<file path="src/rtl/bit_serializer_pkg.sv">
// -----------------------------------------------------------------------------
// bit_serializer_pkg
// Shared types and constants for the bit serializer.
//   - state_e    : 2-bit FSM state encoding (PAR exists only in parity builds)
//   - DATA_W_DEF : default word width
//   - GAP_DEF    : default number of idle cycles after each frame
//   - PARITY_EN  : 1 when BIT_SERIALIZER_PARITY_EN is defined
//   - even_parity: XOR reduction of a zero-extended word
// Build option: define BIT_SERIALIZER_PARITY_EN to append an even-parity bit.
// -----------------------------------------------------------------------------
package bit_serializer_pkg;

  localparam int DATA_W_DEF = 8;
  localparam int GAP_DEF    = 0;

`ifdef BIT_SERIALIZER_PARITY_EN
  localparam bit PARITY_EN = 1'b1;
  typedef enum logic [1:0] {
    IDLE  = 2'd0,
    SHIFT = 2'd1,
    GAPW  = 2'd2,
    PAR   = 2'd3
  } state_e;
`else
  localparam bit PARITY_EN = 1'b0;
  typedef enum logic [1:0] {
    IDLE  = 2'd0,
    SHIFT = 2'd1,
    GAPW  = 2'd2
  } state_e;
`endif

  // Even parity of a word; callers zero-extend narrower words to 32 bits.
  function automatic logic even_parity(input logic [31:0] word);
    return ^word;
  endfunction

endpackage

</file>
<file path="src/rtl/bit_serializer_if.sv">
// -----------------------------------------------------------------------------
// bit_serializer_if
// Parallel-in handshake plus serial-out bundle of the bit serializer.
//   s_valid   : parallel word offered            (master -> slave)
//   s_data    : parallel word, DATA_W bits        (master -> slave)
//   s_ready   : serializer accepts word this cycle(slave -> master)
//   ser_out   : serial bit                        (slave -> master)
//   ser_valid : ser_out carries a frame bit       (slave -> master)
//   word_done : pulse on the final frame bit      (slave -> master)
//   busy      : serializer is not idle            (slave -> master)
// Build option: none (see BIT_SERIALIZER_PARITY_EN in the package).
// -----------------------------------------------------------------------------
interface bit_serializer_if #(
  parameter int DATA_W = bit_serializer_pkg::DATA_W_DEF
);

  logic              s_valid;
  logic              s_ready;
  logic [DATA_W-1:0] s_data;
  logic              ser_out;
  logic              ser_valid;
  logic              word_done;
  logic              busy;

  modport master (
    output s_valid,
    output s_data,
    input  s_ready,
    input  ser_out,
    input  ser_valid,
    input  word_done,
    input  busy
  );

  modport slave (
    input  s_valid,
    input  s_data,
    output s_ready,
    output ser_out,
    output ser_valid,
    output word_done,
    output busy
  );

endinterface

</file>
<file path="src/rtl/bit_serializer.sv">
// -----------------------------------------------------------------------------
// bit_serializer
// Accepts a parallel word on a valid/ready handshake and shifts it out one bit
// per clock, optionally followed by an even-parity bit and GAP idle cycles.
// Ports:
//   clk : rising-edge clock
//   rst : synchronous active-high reset
//   bus : bit_serializer_if.slave (s_valid, s_data in; s_ready, ser_out,
//         ser_valid, word_done, busy out -- all outputs registered)
// Parameters: DATA_W (2..32), MSB_FIRST (1 = MSB first), GAP (0..15).
// Build option: BIT_SERIALIZER_PARITY_EN adds the PAR state / parity bit.
// -----------------------------------------------------------------------------
module bit_serializer
  import bit_serializer_pkg::*;
#(
  parameter int DATA_W    = DATA_W_DEF,
  parameter int MSB_FIRST = 1,
  parameter int GAP       = GAP_DEF
) (
  input  logic            clk,
  input  logic            rst,
  bit_serializer_if.slave bus
);

  localparam int               CNT_W    = $clog2(DATA_W + 1);
  localparam logic [CNT_W-1:0] LAST_BIT = CNT_W'(DATA_W);
  localparam logic [3:0]       GAP_LEN  = 4'(GAP);
  localparam bit               HAS_GAP  = (GAP > 0);

  state_e            state_q, state_d;
  logic [CNT_W-1:0]  bit_cnt_q, bit_cnt_d;   // bits driven so far in this frame
  logic [3:0]        gap_cnt_q, gap_cnt_d;   // gap cycles elapsed, 1-based
  logic [DATA_W-1:0] sreg_q, sreg_d;
`ifdef BIT_SERIALIZER_PARITY_EN
  logic              par_q, par_d;
`endif

  logic ser_out_q, ser_out_d;
  logic ser_valid_q, ser_valid_d;
  logic word_done_q, word_done_d;
  logic busy_q, busy_d;
  logic s_ready_q, s_ready_d;

  logic accept;

  // s_ready is registered, so a word can only be taken in a cycle the
  // block advertised as the last of a frame (or idle).
  assign accept = bus.s_valid & s_ready_q;

  assign bus.s_ready   = s_ready_q;
  assign bus.ser_out   = ser_out_q;
  assign bus.ser_valid = ser_valid_q;
  assign bus.word_done = word_done_q;
  assign bus.busy      = busy_q;

  // State, datapath and output registers with synchronous reset.
  always_ff @(posedge clk) begin
    if (rst) begin
      state_q     <= IDLE;
      bit_cnt_q   <= '0;
      gap_cnt_q   <= 4'd0;
      sreg_q      <= '0;
`ifdef BIT_SERIALIZER_PARITY_EN
      par_q       <= 1'b0;
`endif
      ser_out_q   <= 1'b0;
      ser_valid_q <= 1'b0;
      word_done_q <= 1'b0;
      busy_q      <= 1'b0;
      s_ready_q   <= 1'b0;
    end else begin
      state_q     <= state_d;
      bit_cnt_q   <= bit_cnt_d;
      gap_cnt_q   <= gap_cnt_d;
      sreg_q      <= sreg_d;
`ifdef BIT_SERIALIZER_PARITY_EN
      par_q       <= par_d;
`endif
      ser_out_q   <= ser_out_d;
      ser_valid_q <= ser_valid_d;
      word_done_q <= word_done_d;
      busy_q      <= busy_d;
      s_ready_q   <= s_ready_d;
    end
  end

  // Next-state and datapath logic; an accept overrides every other transition.
  always_comb begin
    state_d   = state_q;
    bit_cnt_d = bit_cnt_q;
    gap_cnt_d = gap_cnt_q;
    sreg_d    = sreg_q;
`ifdef BIT_SERIALIZER_PARITY_EN
    par_d     = par_q;
`endif
    if (accept) begin
      state_d   = SHIFT;
      sreg_d    = bus.s_data;
      bit_cnt_d = CNT_W'(1);
      gap_cnt_d = 4'd0;
`ifdef BIT_SERIALIZER_PARITY_EN
      par_d     = even_parity(32'(bus.s_data));
`endif
    end else begin
      case (state_q)
        IDLE: begin
          bit_cnt_d = '0;
          gap_cnt_d = 4'd0;
        end
        SHIFT: begin
          if (bit_cnt_q == LAST_BIT) begin
            bit_cnt_d = '0;
`ifdef BIT_SERIALIZER_PARITY_EN
            state_d   = PAR;
            gap_cnt_d = 4'd0;
`else
            state_d   = HAS_GAP ? GAPW : IDLE;
            gap_cnt_d = HAS_GAP ? 4'd1 : 4'd0;
`endif
          end else begin
            bit_cnt_d = bit_cnt_q + CNT_W'(1);
            // Move the next bit into the position ser_out is taken from.
            sreg_d    = (MSB_FIRST != 0) ? {sreg_q[DATA_W-2:0], 1'b0}
                                         : {1'b0, sreg_q[DATA_W-1:1]};
          end
        end
`ifdef BIT_SERIALIZER_PARITY_EN
        PAR: begin
          bit_cnt_d = '0;
          state_d   = HAS_GAP ? GAPW : IDLE;
          gap_cnt_d = HAS_GAP ? 4'd1 : 4'd0;
        end
`endif
        GAPW: begin
          if (gap_cnt_q == GAP_LEN) begin
            state_d   = IDLE;
            gap_cnt_d = 4'd0;
          end else begin
            gap_cnt_d = gap_cnt_q + 4'd1;
          end
        end
        default: begin
          state_d   = IDLE;
          bit_cnt_d = '0;
          gap_cnt_d = 4'd0;
        end
      endcase
    end
  end

  // Output decode from the upcoming state so the registered outputs line up
  // with the cycle in which that state is active.
  always_comb begin
    ser_out_d   = 1'b0;
    ser_valid_d = 1'b0;
    word_done_d = 1'b0;
    busy_d      = 1'b0;
    s_ready_d   = 1'b0;
    case (state_d)
      IDLE: begin
        s_ready_d = 1'b1;
      end
      SHIFT: begin
        ser_valid_d = 1'b1;
        busy_d      = 1'b1;
        ser_out_d   = (MSB_FIRST != 0) ? sreg_d[DATA_W-1] : sreg_d[0];
        // The last data bit ends the frame only when no parity bit follows.
        word_done_d = (bit_cnt_d == LAST_BIT) && !PARITY_EN;
        s_ready_d   = (bit_cnt_d == LAST_BIT) && !PARITY_EN && !HAS_GAP;
      end
`ifdef BIT_SERIALIZER_PARITY_EN
      PAR: begin
        ser_valid_d = 1'b1;
        busy_d      = 1'b1;
        ser_out_d   = par_d;
        word_done_d = 1'b1;
        s_ready_d   = !HAS_GAP;
      end
`endif
      GAPW: begin
        busy_d    = 1'b1;
        s_ready_d = (gap_cnt_d == GAP_LEN);
      end
      default: begin
        s_ready_d = 1'b0;
      end
    endcase
  end

endmodule

</file>
<file path="src/flat_wrapper.sv">
// flat-port wrapper written by rule: the top's interface ports become plain ports
module bit_serializer_flat import bit_serializer_pkg::*;
#(
  parameter int DATA_W    = DATA_W_DEF,
  parameter int MSB_FIRST = 1,
  parameter int GAP       = GAP_DEF
)
  (clk, rst, bus_s_valid, bus_s_data, bus_s_ready, bus_ser_out, bus_ser_valid, bus_word_done, bus_busy);
  bit_serializer_if #(.DATA_W(DATA_W)) bus_i ();
  input  logic clk;
  input  logic rst;
  input wire logic [$bits(bus_i.s_valid)-1:0] bus_s_valid;
  input wire logic [$bits(bus_i.s_data)-1:0] bus_s_data;
  output wire logic [$bits(bus_i.s_ready)-1:0] bus_s_ready;
  output wire logic [$bits(bus_i.ser_out)-1:0] bus_ser_out;
  output wire logic [$bits(bus_i.ser_valid)-1:0] bus_ser_valid;
  output wire logic [$bits(bus_i.word_done)-1:0] bus_word_done;
  output wire logic [$bits(bus_i.busy)-1:0] bus_busy;
  assign bus_i.s_valid = bus_s_valid;
  assign bus_i.s_data = bus_s_data;
  assign bus_s_ready = bus_i.s_ready;
  assign bus_ser_out = bus_i.ser_out;
  assign bus_ser_valid = bus_i.ser_valid;
  assign bus_word_done = bus_i.word_done;
  assign bus_busy = bus_i.busy;
  bit_serializer #(.DATA_W(DATA_W), .MSB_FIRST(MSB_FIRST), .GAP(GAP)) u_core (.clk(clk), .rst(rst), .bus(bus_i));
endmodule
</file>
<file path="config.mk">
export PLATFORM = sky130hd
export DESIGN_NAME = bit_serializer_flat
export DESIGN_NICKNAME = d
export VERILOG_FILES = /design/src/rtl/bit_serializer_pkg.sv /design/src/rtl/bit_serializer_if.sv /design/src/rtl/bit_serializer.sv /design/src/flat_wrapper.sv
export SDC_FILE = /design/constraint.sdc
export NUM_CORES = 1
export LEC_CHECK = 0
export ABC_AREA = 1
export CAP_MARGIN = 30
export CELL_PAD_IN_SITES_DETAIL_PLACEMENT = 0
export CELL_PAD_IN_SITES_GLOBAL_PLACEMENT = 1
export CORE_UTILIZATION = 39
export CTS_CLUSTER_SIZE = 24
export DETAILED_ROUTE_END_ITERATION = 10
export GPL_ROUTABILITY_DRIVEN = 1
export GPL_TIMING_DRIVEN = 0
export PLACE_DENSITY = 0.77
export SLEW_MARGIN = 20
export SYNTH_ARGS = -nofsm -noshare
export SYNTH_HDL_FRONTEND = slang
export SYNTH_SLANG_ARGS = --single-unit
</file>
<file path="constraint.sdc">
create_clock -name clk -period 2.61 [get_ports clk]
set_clock_uncertainty 0.2 [all_clocks]
set_input_delay 0.3915 -clock clk [delete_from_list [all_inputs] [get_ports clk]]
set_output_delay 0.3915 -clock clk [all_outputs]
set_load 0.005 [all_outputs]
</file>
== Word level (Yosys, flattened, before mapping) ==
Cells that the tools add are included.

* Bitwise operators: 2
* Div/mod/pow operators: 0
* Shifts and indexed selects: 0
* Mux-type cells: 17
* Multiply operators: 0
* Add/subtract/negate cells: 2
* Reduce and logical (&&, ||, !) cells: 8
* $lt $le $gt $ge: 0
* Equal/unequal tests: 7

{| class="wikitable"
|+ Operators by type and width
! kind !! number
|-
| two-way mux 8 bit || 3
|-
| two-way mux 4 bit || 5
|-
| case mux 4 bit (2 select lines) || 2
|-
| adder 4 x 1 -> 4 bit (second input constant) || 2
|-
| equality test 4 bit (second input constant) || 2
|-
| logical NOT 4 bit || 2
|-
| two-way mux 2 bit || 3
|-
| case mux 2 bit (3 select lines) || 1
|-
| equality test 2 x 1 -> 1 bit (second input constant) || 2
|-
| equality test 2 bit (second input constant) || 2
|-
| logical NOT 2 bit || 2
|-
| OR reduction 2 bit || 2
|-
| case mux 1 bit (3 select lines) || 1
|-
| two-way mux 1 bit || 2
|-
| != test 2 x 1 -> 1 bit (second input constant) || 1
|-
| AND reduction 2 bit || 1
|-
| nonzero test 2 bit || 1
|-
| AND 1 bit || 1
|-
| inverter 1 bit || 1
|}

* ROM bits: 0
* Output and inout port bits: 5
* Latch bits: 0
* Bits of input ports: 11
* Memories kept: 0
* Register bits after elaboration: 23
* Bits in writable memories: 0

== Longest topological paths before layout ==
* Depth after elaboration: 7
* Depth in mapped cells: 15
* Mapped depth without buffers: 15

== Least setup slack after synthesis ==
OpenSTA, ideal clock, no wires.

* Kind: register -> register
* Start point: register u_core.bit_cnt_q[0]
* End point: register u_core.s_ready_q, in the netlist u_core.bus.s_ready
* Arrival time: 1.608 ns
* Cell stages (with the launch flop): 14
* Path slack: 0.693 ns
* Buffers on the path: 0
* Cells stage by stage: dfxtp_1 -> inv_1 -> ha_1 -> nand3_4 -> nand2_4 -> nand3b_1 -> nand4_1 -> ha_1 -> nand2_1 -> a21oi_1 -> nand3_1 -> nand3_1 -> nand2_1 -> inv_1

* Word-level cells in the longest chain between the ends: 6
* Elaborated cells between the ends (all ways): 17

{| class="wikitable"
|+ RTL lines
! element !! RTL line !! source
|-
| start: declaration || bit_serializer.sv:31 || <nowiki>logic [CNT_W-1:0] bit_cnt_q, bit_cnt_d;</nowiki>
|-
| start signal: assignment || bit_serializer.sv:73 || <nowiki>bit_cnt_q <= bit_cnt_d;</nowiki>
|-
| adder 4 x 1 -> 4 bit or equality test 4 bit (tied branches) || bit_serializer.sv:121, bit_serializer.sv:111 ||
|-
| two-way mux 4 bit or two-way mux 2 bit (tied branches) || bit_serializer.sv:111 || <nowiki>if (bit_cnt_q == LAST_BIT) begin</nowiki>
|-
| case mux 4 bit (2 select lines) or case mux 2 bit (3 select lines) (tied branches) || bit_serializer.sv:105 || <nowiki>case (state_q)</nowiki>
|-
| two-way mux 4 bit or two-way mux 2 bit (tied branches) || bit_serializer.sv:96 || <nowiki>if (accept) begin</nowiki>
|-
| equality test 4 bit (tied with other cells) || bit_serializer.sv:169 || <nowiki>s_ready_d = (bit_cnt_d == LAST_BIT) && !PARITY_EN && !HAS_GAP;</nowiki>
|-
| case mux 1 bit (3 select lines) * || bit_serializer.sv:159 || <nowiki>case (state_d)</nowiki>
|-
| end signal: assignment || bit_serializer.sv:83 || <nowiki>s_ready_q <= s_ready_d;</nowiki>
|-
| end: declaration || bit_serializer.sv:42 || <nowiki>logic s_ready_q, s_ready_d;</nowiki>
|}

Mark *: on every way between the ends. The rest lies on a longest branch, timed or not.
A chain may end at the register's enable or synchronous reset.

== Final worst setup path ==
* Start point: register u_core.bit_cnt_q[0]
* End point: register u_core.s_ready_q, in the netlist u_core.bus.s_ready

* Word-level cells in the longest chain between the ends: 6
* Elaborated cells between the ends (all ways): 17

{| class="wikitable"
|+ RTL lines
! element !! RTL line !! source
|-
| equality test 4 bit * || bit_serializer.sv:111 ||
|-
| two-way mux 2 bit * || bit_serializer.sv:111 ||
|-
| case mux 2 bit (3 select lines) * || bit_serializer.sv:105 ||
|-
| two-way mux 2 bit * || bit_serializer.sv:96 ||
|-
| net u_core.state_d[0] || bit_serializer.sv:30 || <nowiki>state_e state_q, state_d;</nowiki>
|-
| equality test 2 bit (tied with other cells) || bit_serializer.sv:159 ||
|-
| case mux 1 bit (3 select lines) * || bit_serializer.sv:159 ||
|}

Mark *: on every way through the listed nets, which the timed path passes. The rest lies on a longest branch.

==> impl_summary.txt <==
----------------------------------------------------
[Synthesis]
  Cell Area, Synth ... 0.00124 mm²
  Async S/R FF share, synth ... 0
  Synthesized instance count ... 169
  Synthesis-stage register bit count ... 23
  Number of enable flip-flop cells after synthesis ... 0
  Post-synth top flop ... sky130_fd_sc_hd__dfxtp_1
  Syn avg cell area ... 7.34 µm²
  Sequential area share after synthesis ... 0.371
  Distinct cell type count after synthesis ... 25
  Net Count, Synth ... 192
  Synth warnings ... 0

[Final layout]
  Post-route insts no fill ... 232
  Net total in the final layout ... 212
  Final non-filler cell area ... 0.00147 mm²
  Area growth syn-to-layout ... 18.7%
  Count of inserted antenna diode cells ... 0
  Proportion of layout cells with a drive suffix above 1 ... 0.0904

[Die]
  Number of rows created at floorplan ... 20
  Die Width ... 58.4 µm
  Floorplan die area ... 0.00341 mm²
  Initial core utilization ... 0.410
  CORE AREA ... 0.00303 mm²
  Vertical extent of the die ... 58.4 µm
  I/O pin cnt ... 16

[Power]
  Share of power burned in the clock network ... 0.263
  Largest voltage drop on the vdd net ... 0.348 mV
  Leakage Power ... 0.611 nW
  Combinational Power Share ... 0.163
  Cell area power density ... 439 mW/mm²
  Switching pwr ... 0.179 mW
  Sequential Power Share ... 0.574
  Cell internal power dissipation ... 0.468 mW
  Switch share ... 0.277

[STA]
  Final setup violation count ... 0
  Fraction of the cycle the final worst path needs ... 0.848
  Final Critical Period ... 2210 ps
  Worst-case setup margin in the final layout ... 397 ps
  Worst Tran Pin Value ... 508 ps
  Maximum achievable frequency ... 0.452 GHz
  Unrepaired setup endpoints after global routing ... false
  Sum Neg Setup Slack ... 0 ps
  Count of pins over their slew limit ... 0
  Hold Vio Cnt, Final ... 0
  Worst-case headroom to the max-slew limit ... 0.661

[Setup path]
  Critical register-to-register path startpoint ... u_core.bit_cnt_q[0]$_SDFF_PP0_
  Critical path arrival ... 2300 ps
  Number of cells on the worst reg-to-reg path ... 14
  Critical Path RT ... 2690 ps
  Worst R2R End ... u_core.bus.s_ready$_SDFF_PP0_
  Worst reg-to-reg setup slack ... 400 ps
  Crit start category ... register
  Crit path max fanout ... 6
  Endpoint kind of the worst setup timing path ... register
  Crit Path Category ... reg -> reg

[Clock tree]
  Clock tree root driver cell ... sky130_fd_sc_hd__clkbuf_4
  Clock-pin slew of the registers on the worst-case setup and hold paths ... 130 ps
  # resized after CTS ... 0
  CTS tree ... built
  Post-CTS Setup Bufs ... 0
  Total clock buffers created by CTS ... 3
  Number of H-tree branching levels ... 1
  Clock network latency to the later pin of the worst-skew pair ... 320 ps
  Deepest clock path buffer count ... 2
  TritonCTS sink count ... 23
  Hold buffer count at cts ... 0

[GRT]
  Total grt overflow ... 0
  Initial antenna violation count ... 0
  Via count of the first global-routing pass ... 960
  Wire length of the first global-routing pass ... 4.30 mm
  Total routing resource utilization after global routing ... 0.171
  Maximum number of pins on one net before global-route repair ... 14

[Routing]
  Number of remaining DRC errors ... 0
  Initial DRT Pass Iterations ... 4
  Routed WL ... 2.55 mm
  Detailed-route vias per instance ... 4.68
  Remaining antenna violation count after routing ... 0
  Drt wl/cell ... 11.0 µm
  Total number of vias ... 1085
  Initial DRC Count ... 52

[Placed design]
  Post-placement cell count ... 228
  Worst slack at placement ... 255 ps
  Placed cell area ... 0.00145 mm²
  Final Wtd Congestion ... 0.819
  I/O Buffers ... 15
  HPWL after detailed placement ... 1.91 mm

[Status]
  Status ... finished, final reports clean

[Worst hold path]
  Hold path startpoint ... u_core.sreg_q[0]$_SDFFE_PP0P_
  WHS Path Cells ... 2
  Min-Delay Endpoint ... u_core.sreg_q[0]$_SDFFE_PP0P_
  Class of the worst hold path ... reg -> reg

[Job]
  Max-cap violation count ... 0

----------------------------------------------------
state kept, by name, indices dropped and copies added, names as in the netlist:
register and count:
u_core.sreg_q 8, u_core.bit_cnt_q 4, u_core.gap_cnt_q 4, u_core.state_q 2, u_core.bus.busy 1, u_core.bus.s_ready 1
u_core.bus.ser_out 1, u_core.bus.ser_valid 1, u_core.bus.word_done 1
worst max-delay path, cell delays in order, from the launching register on:
cell and delay [ps]:
sky130_fd_sc_hd__dfxtp_1 410, sky130_fd_sc_hd__inv_1 90, sky130_fd_sc_hd__ha_1 230, sky130_fd_sc_hd__nand3_4 120, sky130_fd_sc_hd__nand2_4 90, sky130_fd_sc_hd__nand3b_1 120, sky130_fd_sc_hd__nand3_1 80, sky130_fd_sc_hd__nand2_1 120
sky130_fd_sc_hd__ha_1 210, sky130_fd_sc_hd__nand2_1 60, sky130_fd_sc_hd__a21oi_1 120, sky130_fd_sc_hd__nand3_1 130, sky130_fd_sc_hd__nand3_1 90, sky130_fd_sc_hd__nand2_1 50, sky130_fd_sc_hd__inv_1 40
placed cells by master, fill, tap and decap left out:
cell type                         instances
sky130_fd_sc_hd__ha_1                    12
sky130_fd_sc_hd__clkinv_4                 1
sky130_fd_sc_hd__a31oi_1                  6
sky130_fd_sc_hd__o22ai_1                  1
sky130_fd_sc_hd__o31ai_2                  1
sky130_fd_sc_hd__inv_1                   22
sky130_fd_sc_hd__nand2_4                  1
sky130_fd_sc_hd__buf_2                    1
sky130_fd_sc_hd__clkbuf_4                 3
sky130_fd_sc_hd__clkbuf_1                 3
sky130_fd_sc_hd__nand3_4                  1
sky130_fd_sc_hd__xnor2_1                  1
sky130_fd_sc_hd__o21ai_0                  3
sky130_fd_sc_hd__clkdlybuf4s50_1         15
sky130_fd_sc_hd__a21oi_1                  2
sky130_fd_sc_hd__clkinv_2                 1
sky130_fd_sc_hd__nand3b_1                 1
sky130_fd_sc_hd__nand2_1                 42
sky130_fd_sc_hd__inv_2                    3
sky130_fd_sc_hd__nand3_1                 19
sky130_fd_sc_hd__nor2_4                   1
sky130_fd_sc_hd__a21oi_2                  1
sky130_fd_sc_hd__nand4_1                  3
sky130_fd_sc_hd__nor3_2                   1
sky130_fd_sc_hd__nand3_2                  1
sky130_fd_sc_hd__dfxtp_1                 23
sky130_fd_sc_hd__nor2_1                  18
sky130_fd_sc_hd__nor2_2                   1
power by group through the flow:
stage / clock network [mW] / logic [mW] / registers (mW)
after floorplan: 0 / 0.0641 / 0.378
after global placement: 0 / 0.104 / 0.379
after detailed placement: 0 / 0.106 / 0.379
after CTS: 0.179 / 0.107 / 0.372
after global routing: 0.189 / 0.117 / 0.373
final: 0.170 / 0.105 / 0.372
cells in the mapped netlist, drive strengths merged (3+ instances only):
library cell | count | area share
a31oi | 6 | 0.030
nand3 | 21 | 0.099
o21ai | 3 | 0.012
inv | 25 | 0.076
a21oi | 3 | 0.015
clkbuf | 3 | 0.0091
nand4 | 3 | 0.015
nand2 | 43 | 0.14
ha | 12 | 0.12
nor2 | 20 | 0.069
dfxtp | 23 | 0.37
metal layers:
layer  vias to the layer above  track usage  wire length, µm
met5                         -            0                0
met4                         0       0.0612               33
met3                         5       0.0527              122
met2                        24        0.271             1070
met1                       480        0.221             1320
li1                        576            -                -
per-stage QoR:
| stage | hold slack, ps | total power, mW | utilization |
|---|---|---|---|
| CTS | 283 | 0.658 | 0.487 |
| floorplan | 239 | 0.443 | - |
| global placement | 252 | 0.484 | 0.478 |
| finish | 288 | 0.647 | 0.487 |
| global route | 307 | 0.680 | 0.487 |
| detailed placement | 264 | 0.485 | 0.478 |
kinds of logic after synthesis:
group / count (synthesis) / share of synthesized area
compound gates: 14 / 0.0726
xor+xnor: 1 / 0.00706
fa+ha+maj: 12 / 0.121
buf+inv: 30 / 0.0958
flops: 23 / 0.371
simple gates: 89 / 0.333
worst max-delay path by stage:
stage / startpoint / end / slack, ps / cells after the start
after floorplan: u_core.bit_cnt_q[0]$_SDFF_PP0_ / u_core.bus.s_ready$_SDFF_PP0_ / 690 / 13
after global placement: bus_s_valid / u_core.bus.s_ready$_SDFF_PP0_ / 290 / 11
after detailed placement: bus_s_valid / u_core.bus.s_ready$_SDFF_PP0_ / 250 / 11
after CTS: u_core.bit_cnt_q[0]$_SDFF_PP0_ / u_core.bus.s_ready$_SDFF_PP0_ / 380 / 14
after global routing: u_core.gap_cnt_q[0]$_SDFF_PP0_ / u_core.bus.s_ready$_SDFF_PP0_ / 190 / 14
final: u_core.bit_cnt_q[0]$_SDFF_PP0_ / u_core.bus.s_ready$_SDFF_PP0_ / 400 / 14
area by class of cell:
type / instances / area (µm²)
fillers: 301 / 1550
well taps: 44 / 55.1
repair buffers: 15 / 150
clock inverters: 1 / 5.00
multi-input cells: 116 / 662
plain buffers: 4 / 16.3
flip-flops and latches: 23 / 460
inverters: 26 / 103
clock buffers: 3 / 22.5
(Power assumes the default switching activity.)
